### src/rtl/led_pwm_if.sv
// Level handshake between the brightness generator (master) and led_pwm_driver (slave).
`timescale 1ns/1ps
interface led_pwm_if;
  logic [5:0] level;
  logic       level_valid;
  logic       level_ready;

  modport master (output level, output level_valid, input level_ready);
  modport slave  (input level, input level_valid, output level_ready);
endinterface

### src/rtl/led_pwm_driver.sv
// Six-channel phase-staggered PWM driver for active-low LEDs, double-buffered level updates.
// Optional build macro: LED_PWM_GAMMA_EN selects quadratic (gamma) level mapping.
`timescale 1ns/1ps
module led_pwm_driver #(
  parameter int unsigned PRESCALE_DIV = 1071,
  parameter int unsigned PHASE_STEP   = 10
) (
  input  logic            sys_clk,
  input  logic            sys_rst,
  led_pwm_if.slave        lvl_if,
  output logic [5:0]      led,
  output logic            period_start
);

  localparam int unsigned PRE_W  = (PRESCALE_DIV > 1) ? $clog2(PRESCALE_DIV) : 1;
  localparam int unsigned CNT_W  = 6;
  localparam int unsigned SUM_W  = 9;
  localparam int unsigned NUM_CH = 6;
  localparam int unsigned PERIOD = 63;

  // Channel offsets are reduced at elaboration so one conditional subtract suffices at run time.
  function automatic logic [CNT_W-1:0] ch_offset(input int unsigned ch);
    return CNT_W'((ch * PHASE_STEP) % PERIOD);
  endfunction

  logic [PRE_W-1:0]  pre_cnt_q, pre_cnt_d;
  logic [CNT_W-1:0]  pwm_cnt_q, pwm_cnt_d;
  logic [CNT_W-1:0]  shadow_q, shadow_d;
  logic [CNT_W-1:0]  active_q, active_d;
  logic              pending_q, pending_d;
  logic [NUM_CH-1:0] led_q, led_d;
  logic              period_start_q, period_start_d;

  logic              tick_c;
  logic              boundary_c;
  logic              accept_c;
  logic [CNT_W-1:0]  mapped_c;

`ifdef LED_PWM_GAMMA_EN
  logic [11:0]       gamma_prod_c;
  assign gamma_prod_c = 12'(lvl_if.level) * (12'(lvl_if.level) + 12'd1);
  assign mapped_c     = gamma_prod_c[11:6];
`else
  assign mapped_c     = lvl_if.level;
`endif

  assign lvl_if.level_ready = ~pending_q;
  assign tick_c     = (pre_cnt_q == PRE_W'(PRESCALE_DIV - 1));
  assign boundary_c = tick_c && (pwm_cnt_q == CNT_W'(PERIOD - 1));
  assign accept_c   = lvl_if.level_valid && ~pending_q;

  // Counters, double buffer and period marker.
  always_comb begin
    pre_cnt_d      = pre_cnt_q + PRE_W'(1);
    pwm_cnt_d      = pwm_cnt_q;
    shadow_d       = shadow_q;
    active_d       = active_q;
    pending_d      = pending_q;
    period_start_d = boundary_c;

    if (tick_c) begin
      pre_cnt_d = '0;
      pwm_cnt_d = (pwm_cnt_q == CNT_W'(PERIOD - 1)) ? '0 : pwm_cnt_q + CNT_W'(1);
    end
    if (boundary_c && pending_q) begin
      active_d  = shadow_q;
      pending_d = 1'b0;
    end
    // Accept only happens with pending low, so it never collides with a buffered transfer.
    if (accept_c) begin
      shadow_d  = mapped_c;
      pending_d = 1'b1;
    end
  end

  // Outputs use next-state values so the new level shows on led alongside period_start.
  always_comb begin
    logic [SUM_W-1:0] ph_sum;
    led_d  = '1;
    ph_sum = '0;
    for (int unsigned i = 0; i < NUM_CH; i++) begin
      ph_sum = SUM_W'(pwm_cnt_d) + SUM_W'(ch_offset(i));
      if (ph_sum >= SUM_W'(PERIOD)) begin
        ph_sum = ph_sum - SUM_W'(PERIOD);
      end
      led_d[i] = ~(ph_sum < SUM_W'(active_d));
    end
  end

  always_ff @(posedge sys_clk) begin
    if (sys_rst) begin
      pre_cnt_q      <= '0;
      pwm_cnt_q      <= '0;
      shadow_q       <= '0;
      active_q       <= '0;
      pending_q      <= 1'b0;
      led_q          <= '1;
      period_start_q <= 1'b0;
    end else begin
      pre_cnt_q      <= pre_cnt_d;
      pwm_cnt_q      <= pwm_cnt_d;
      shadow_q       <= shadow_d;
      active_q       <= active_d;
      pending_q      <= pending_d;
      led_q          <= led_d;
      period_start_q <= period_start_d;
    end
  end

  assign led          = led_q;
  assign period_start = period_start_q;

endmodule

### src/flat_wrapper.sv
// flat-port wrapper written by rule: the top's interface ports become plain ports
module led_pwm_driver_flat 
#(
  parameter int unsigned PRESCALE_DIV = 1071,
  parameter int unsigned PHASE_STEP   = 10
)
  (sys_clk, sys_rst, led, period_start, lvl_if_level, lvl_if_level_valid, lvl_if_level_ready);
  led_pwm_if lvl_if_i ();
  input  logic sys_clk;
  input  logic sys_rst;
  output logic [5:0] led;
  output logic period_start;
  input wire logic [$bits(lvl_if_i.level)-1:0] lvl_if_level;
  input wire logic [$bits(lvl_if_i.level_valid)-1:0] lvl_if_level_valid;
  output wire logic [$bits(lvl_if_i.level_ready)-1:0] lvl_if_level_ready;
  assign lvl_if_i.level = lvl_if_level;
  assign lvl_if_i.level_valid = lvl_if_level_valid;
  assign lvl_if_level_ready = lvl_if_i.level_ready;
  led_pwm_driver #(.PRESCALE_DIV(PRESCALE_DIV), .PHASE_STEP(PHASE_STEP)) u_core (.sys_clk(sys_clk), .sys_rst(sys_rst), .lvl_if(lvl_if_i), .led(led), .period_start(period_start));
endmodule
### config.mk
export PLATFORM = sky130hd
export DESIGN_NAME = led_pwm_driver_flat
export DESIGN_NICKNAME = d
export VERILOG_FILES = /design/src/rtl/led_pwm_if.sv /design/src/rtl/led_pwm_driver.sv /design/src/flat_wrapper.sv
export SDC_FILE = /design/constraint.sdc
export NUM_CORES = 1
export LEC_CHECK = 0
export BUFFER_PORTS_ARGS = -buffer_cell sky130_fd_sc_hd__buf_2
export CORE_MARGIN = 4
export CORE_UTILIZATION = 35
export DETAILED_ROUTE_END_ITERATION = 7
export SKIP_CTS_REPAIR_TIMING = 1
export SLEW_MARGIN = 10
export SYNTH_ARGS = -nofsm -noshare
export SYNTH_HDL_FRONTEND = slang
export SYNTH_SLANG_ARGS = --single-unit
### constraint.sdc
create_clock -name sys_clk -period 6.3 [get_ports sys_clk]
set_input_delay 0.63 -clock sys_clk [delete_from_list [all_inputs] [get_ports sys_clk]]
set_output_delay 0.63 -clock sys_clk [all_outputs]
set_load 0.01 [all_outputs]
==> results.py <==
metrics = {
    "critical_path": {
        "worst-path-buf-inv": 1,
        "startpoint_type": "flip-flop",
        "cp_cell_sequence": "ha_1, and2_0, a21boi_0, o21a_1, nor2_8, inv_2, ha_1, nor3_1, nor3_2, o41ai_4, nand2_1, xnor2_1, ha_1, a21o_1, a21o_1, a21oi_1, nand2b_1, a211o_1, o32a_1",
        "required_ps": 6480,
        "worstSetupPathType": "reg -> reg",
        "critPathCaptureType": "flip-flop",
        "slowest_delay_ps": 510,
        "cpMostUsedCell": "ha_1",
        "crit_path_max_fanout": 19,
        "crit_arrival_ps": 5410,
        "slowest_stage": "dfxtp_1",
        "crit_family": "compound AO/OA/AOI/OAI gates",
    },
    "floorplanning": {
        "design.die.area_um2": 12800,
        "num_rows": 38,
        "start_util_pct": 35.69,
        "ios": 17,
        "core_um2": 10840,
        "die_x_um": 113.1,
        "die-height_um": 113.1,
    },
    "logic_synthesis": {
        "synthMuxAreaShare_pct": 6.177,
        "synthAdderAreaFrac_pct": 14.81,
        "synthSimpleGateAreaFrac_pct": 26.52,
        "mappedNetlistNets": 537,
        "ys_ff_latch": 37,
        "synthXorXnorAreaFrac_pct": 7.212,
        "synth_warnings": 0,
        "synth-async-reset-ratio_pct": 0,
        "ys.flop_type": "dfxtp_1",
        "avgSynthCellArea_um2": 8.010,
        "synth-compound-area-share_pct": 22.38,
        "synth_top_family_by_area": "simple AND/OR/NAND/NOR gates",
        "yosysUniqueCellTypes": 76,
        "syn_inst": 483,
        "synth_edf_count": 0,
        "syn_area_um2": 3869,
        "ys_seq_area_share_pct": 19.15,
    },
    "global_routing": {
        "grt_max_degree": 28,
        "grt_use_total_pct": 16.63,
        "antenna_found_initial": 0,
        "grt_pass1_wl_mm": 17.69,
        "gr-total-overflow": 0,
        "grt_pass1_vias": 3588,
    },
    "placed_design": {
        "place_hpwl_mm": 7.670,
        "port_buffers": 16,
        "dp.cells": 620,
        "gp_congestion": 0.8437,
    },
    "pwr": {
        "leakage_nw": 1.748,
        "peakVddDrop_uv": 80.10,
        "powerDensity_nw_per_um2": 106.6,
    },
    "clocking": {
        "cts.htree.levels": 2,
        "cts_buffers": 5,
        "clk_latency_ps": 310,
        "cts_sinks": 37,
        "cts_tree": "yes",
        "cts_root_buf": "clkbuf_8",
        "clk_pin_slew_ps": 90,
        "clockBufferDepth": 2,
    },
    "routing": {
        "viasPerCell": 5.763,
        "routedWlPerCell_um": 16.67,
        "drtAntennaViolNets": 0,
        "drc": 0,
        "drt_wl_total_mm": 10.47,
        "first_pass_iters": 5,
        "initialDrtViolationCount": 237,
        "vias": 3619,
    },
    "final_layout": {
        "multi_input_area_um2": 2983,
        "area_delta_synth_final_pct": 7.212,
        "fill_cells": 1127,
        "fin_cells": 628,
        "drive_above_1_share_pct": 12.91,
        "antenna_cells": 0,
        "seqCellArea_um2": 740.7,
        "nets": 541,
    },
    "sta": {
        "final_hold_viol_count": 0,
        "setup_tns_ps": 0,
        "fin_crit_ps": 5224,
        "fmax_mhz": 191.4,
        "worst_pin_slew_ps": 1225,
        "whs_ps": 491.9,
        "relSlewSlack_pct": 15.96,
        "setup_violations": 0,
        "finalCritPeriodShare_pct": 82.92,
        "maxSlewViolCount": 0,
        "rsz0062_at_grt": "no",
        "finalClockSkew_ps": 20.67,
    },
    "run": {
        "cap_violations": 0,
    },
    "hold_path": {
        "hold_class": "reg -> reg",
    },
    "run_status": {
        "status": "finished clean",
    },
}
per-layer routing:
metal / wire, um / global-route usage (%)
met1: 5020 / 21.91
met2: 4808 / 28.20
met3: 435 / 2.246
met4: 203 / 5.048
met5: 0 / 0
Yosys cell counts, types with 2 or more instances:
cell type,number,area [um2]
nor2_1,48,180.2
ha_1,45,563.0
dfxtp_1,37,740.7
nand2_1,34,127.6
o21ai_0,30,150.1
nand3_1,25,125.1
a21oi_1,22,110.1
xnor2_1,19,166.4
mux2i_1,16,160.2
clkbuf_1,14,52.55
inv_1,13,48.80
nand4_1,13,81.33
nor3_1,13,65.06
xor2_1,11,96.34
a21o_1,10,75.07
nor2b_1,9,56.30
and3_1,7,43.79
mux2_2,7,78.83
a31oi_1,6,37.54
and4_1,5,43.79
buf_2,5,25.02
nand2b_1,5,31.28
o211ai_1,5,37.54
or3_1,5,31.28
a21boi_0,4,30.03
o2111ai_1,4,35.03
and2_1,3,18.77
buf_1,3,11.26
nor3_2,3,30.03
nor3b_1,3,22.52
o21a_1,3,22.52
or2_2,3,18.77
a311oi_1,2,17.52
inv_2,2,7.510
nor4_1,2,12.51
o211a_1,2,20.02
o21bai_1,2,15.01
o22ai_1,2,12.51
o22ai_2,2,25.02
o31ai_1,2,15.01
o41ai_1,2,17.52
report_power, final:
group	leakage (nW)	internal (W)	switching [W]
logic	1.40	0.00000761	0.00000990
clock network	0.0445	0.0000788	0.000104
registers	0.300	0.000238	0.00000357
total	1.75	0.000324	0.000118
through the flow:
| step | total power (W) | setup WS [ps] | util [%] | area, um2 |
|---|---|---|---|---|
| after CTS | 0.0004484 | 1129 | 38.26 | 4148 |
| after global placement | 0.0002639 | 1229 | 37.43 | 4058 |
| after detailed placement | 0.0002650 | 1184 | 37.43 | 4058 |
| after floorplan | 0.0002586 | 1668 | - | 3869 |
| final | 0.0004420 | 1076 | 38.26 | 4148 |
| after global routing | 0.0004583 | 675.4 | 38.26 | 4148 |
worst paths after layout:
path                                     startpoint             endpoint  depth (start not counted)  slack (ps)
worst max-delay path            u_core.pwm_cnt_q[1]        u_core.led[2]                         19        1080
worst min-delay path            u_core.pre_cnt_q[0]  u_core.pre_cnt_q[0]                          1         490
worst max register to register  u_core.pwm_cnt_q[1]        u_core.led[2]                         19        1080
worst min register to register  u_core.pre_cnt_q[0]  u_core.pre_cnt_q[0]                          1         490
flip-flops by register name, summed over array words and instances (netlist names):
register             flops
u_core.period_start      1
u_core.pre_cnt_q        11
u_core.shadow_q          6
u_core.led               6
u_core.pending_q         1
u_core.active_q          6
u_core.pwm_cnt_q         6
final cells by class:
| class | count | area share (%) |
|---|---|---|
| well taps | 140 | 4.223 |
| flip-flops and latches | 37 | 17.86 |
| multi-input cells | 409 | 71.92 |
| inverters | 15 | 1.357 |
| clock buffers | 5 | 1.659 |
| repair buffers | 19 | 2.474 |
| clock inverters | 3 | 0.5128 |
cell families after synthesis:
| kind of cell | count (synthesis) |
|---|---|
| and+or+nand+nor | 189 |
| AOI/OAI and AO/OA | 120 |
| DFF | 37 |
| adders and majority gates | 46 |
| buffers and inverters | 37 |
| muxes | 23 |
| xor gates and xnor gates | 31 |
cell usage in the layout (no fill, tap or decap), types with 11 or more instances in the layout:
cell	count
ha_1	45
nor2_1	48
mux2i_1	16
inv_1	13
nand3_1	25
a21oi_1	22
xor2_1	11
nand4_1	13
dfxtp_1	37
buf_2	16
xnor2_1	19
o21ai_0	30
nor3_1	13
nand2_1	34
worst register-to-register path, stage by stage (launching register included):
cell	delay, ps
dfxtp_1	510
ha_1	250
and2_0	310
a21boi_0	180
o21a_1	320
nor2_8	360
inv_2	250
ha_1	320
nor3_1	250
nor3_2	100
o41ai_4	480
nand2_1	120
xnor2_1	210
ha_1	280
a21o_1	180
a21o_1	170
a21oi_1	180
nand2b_1	80
a211o_1	260
o32a_1	290
Note: power is estimated with default switching activity, not from simulation.
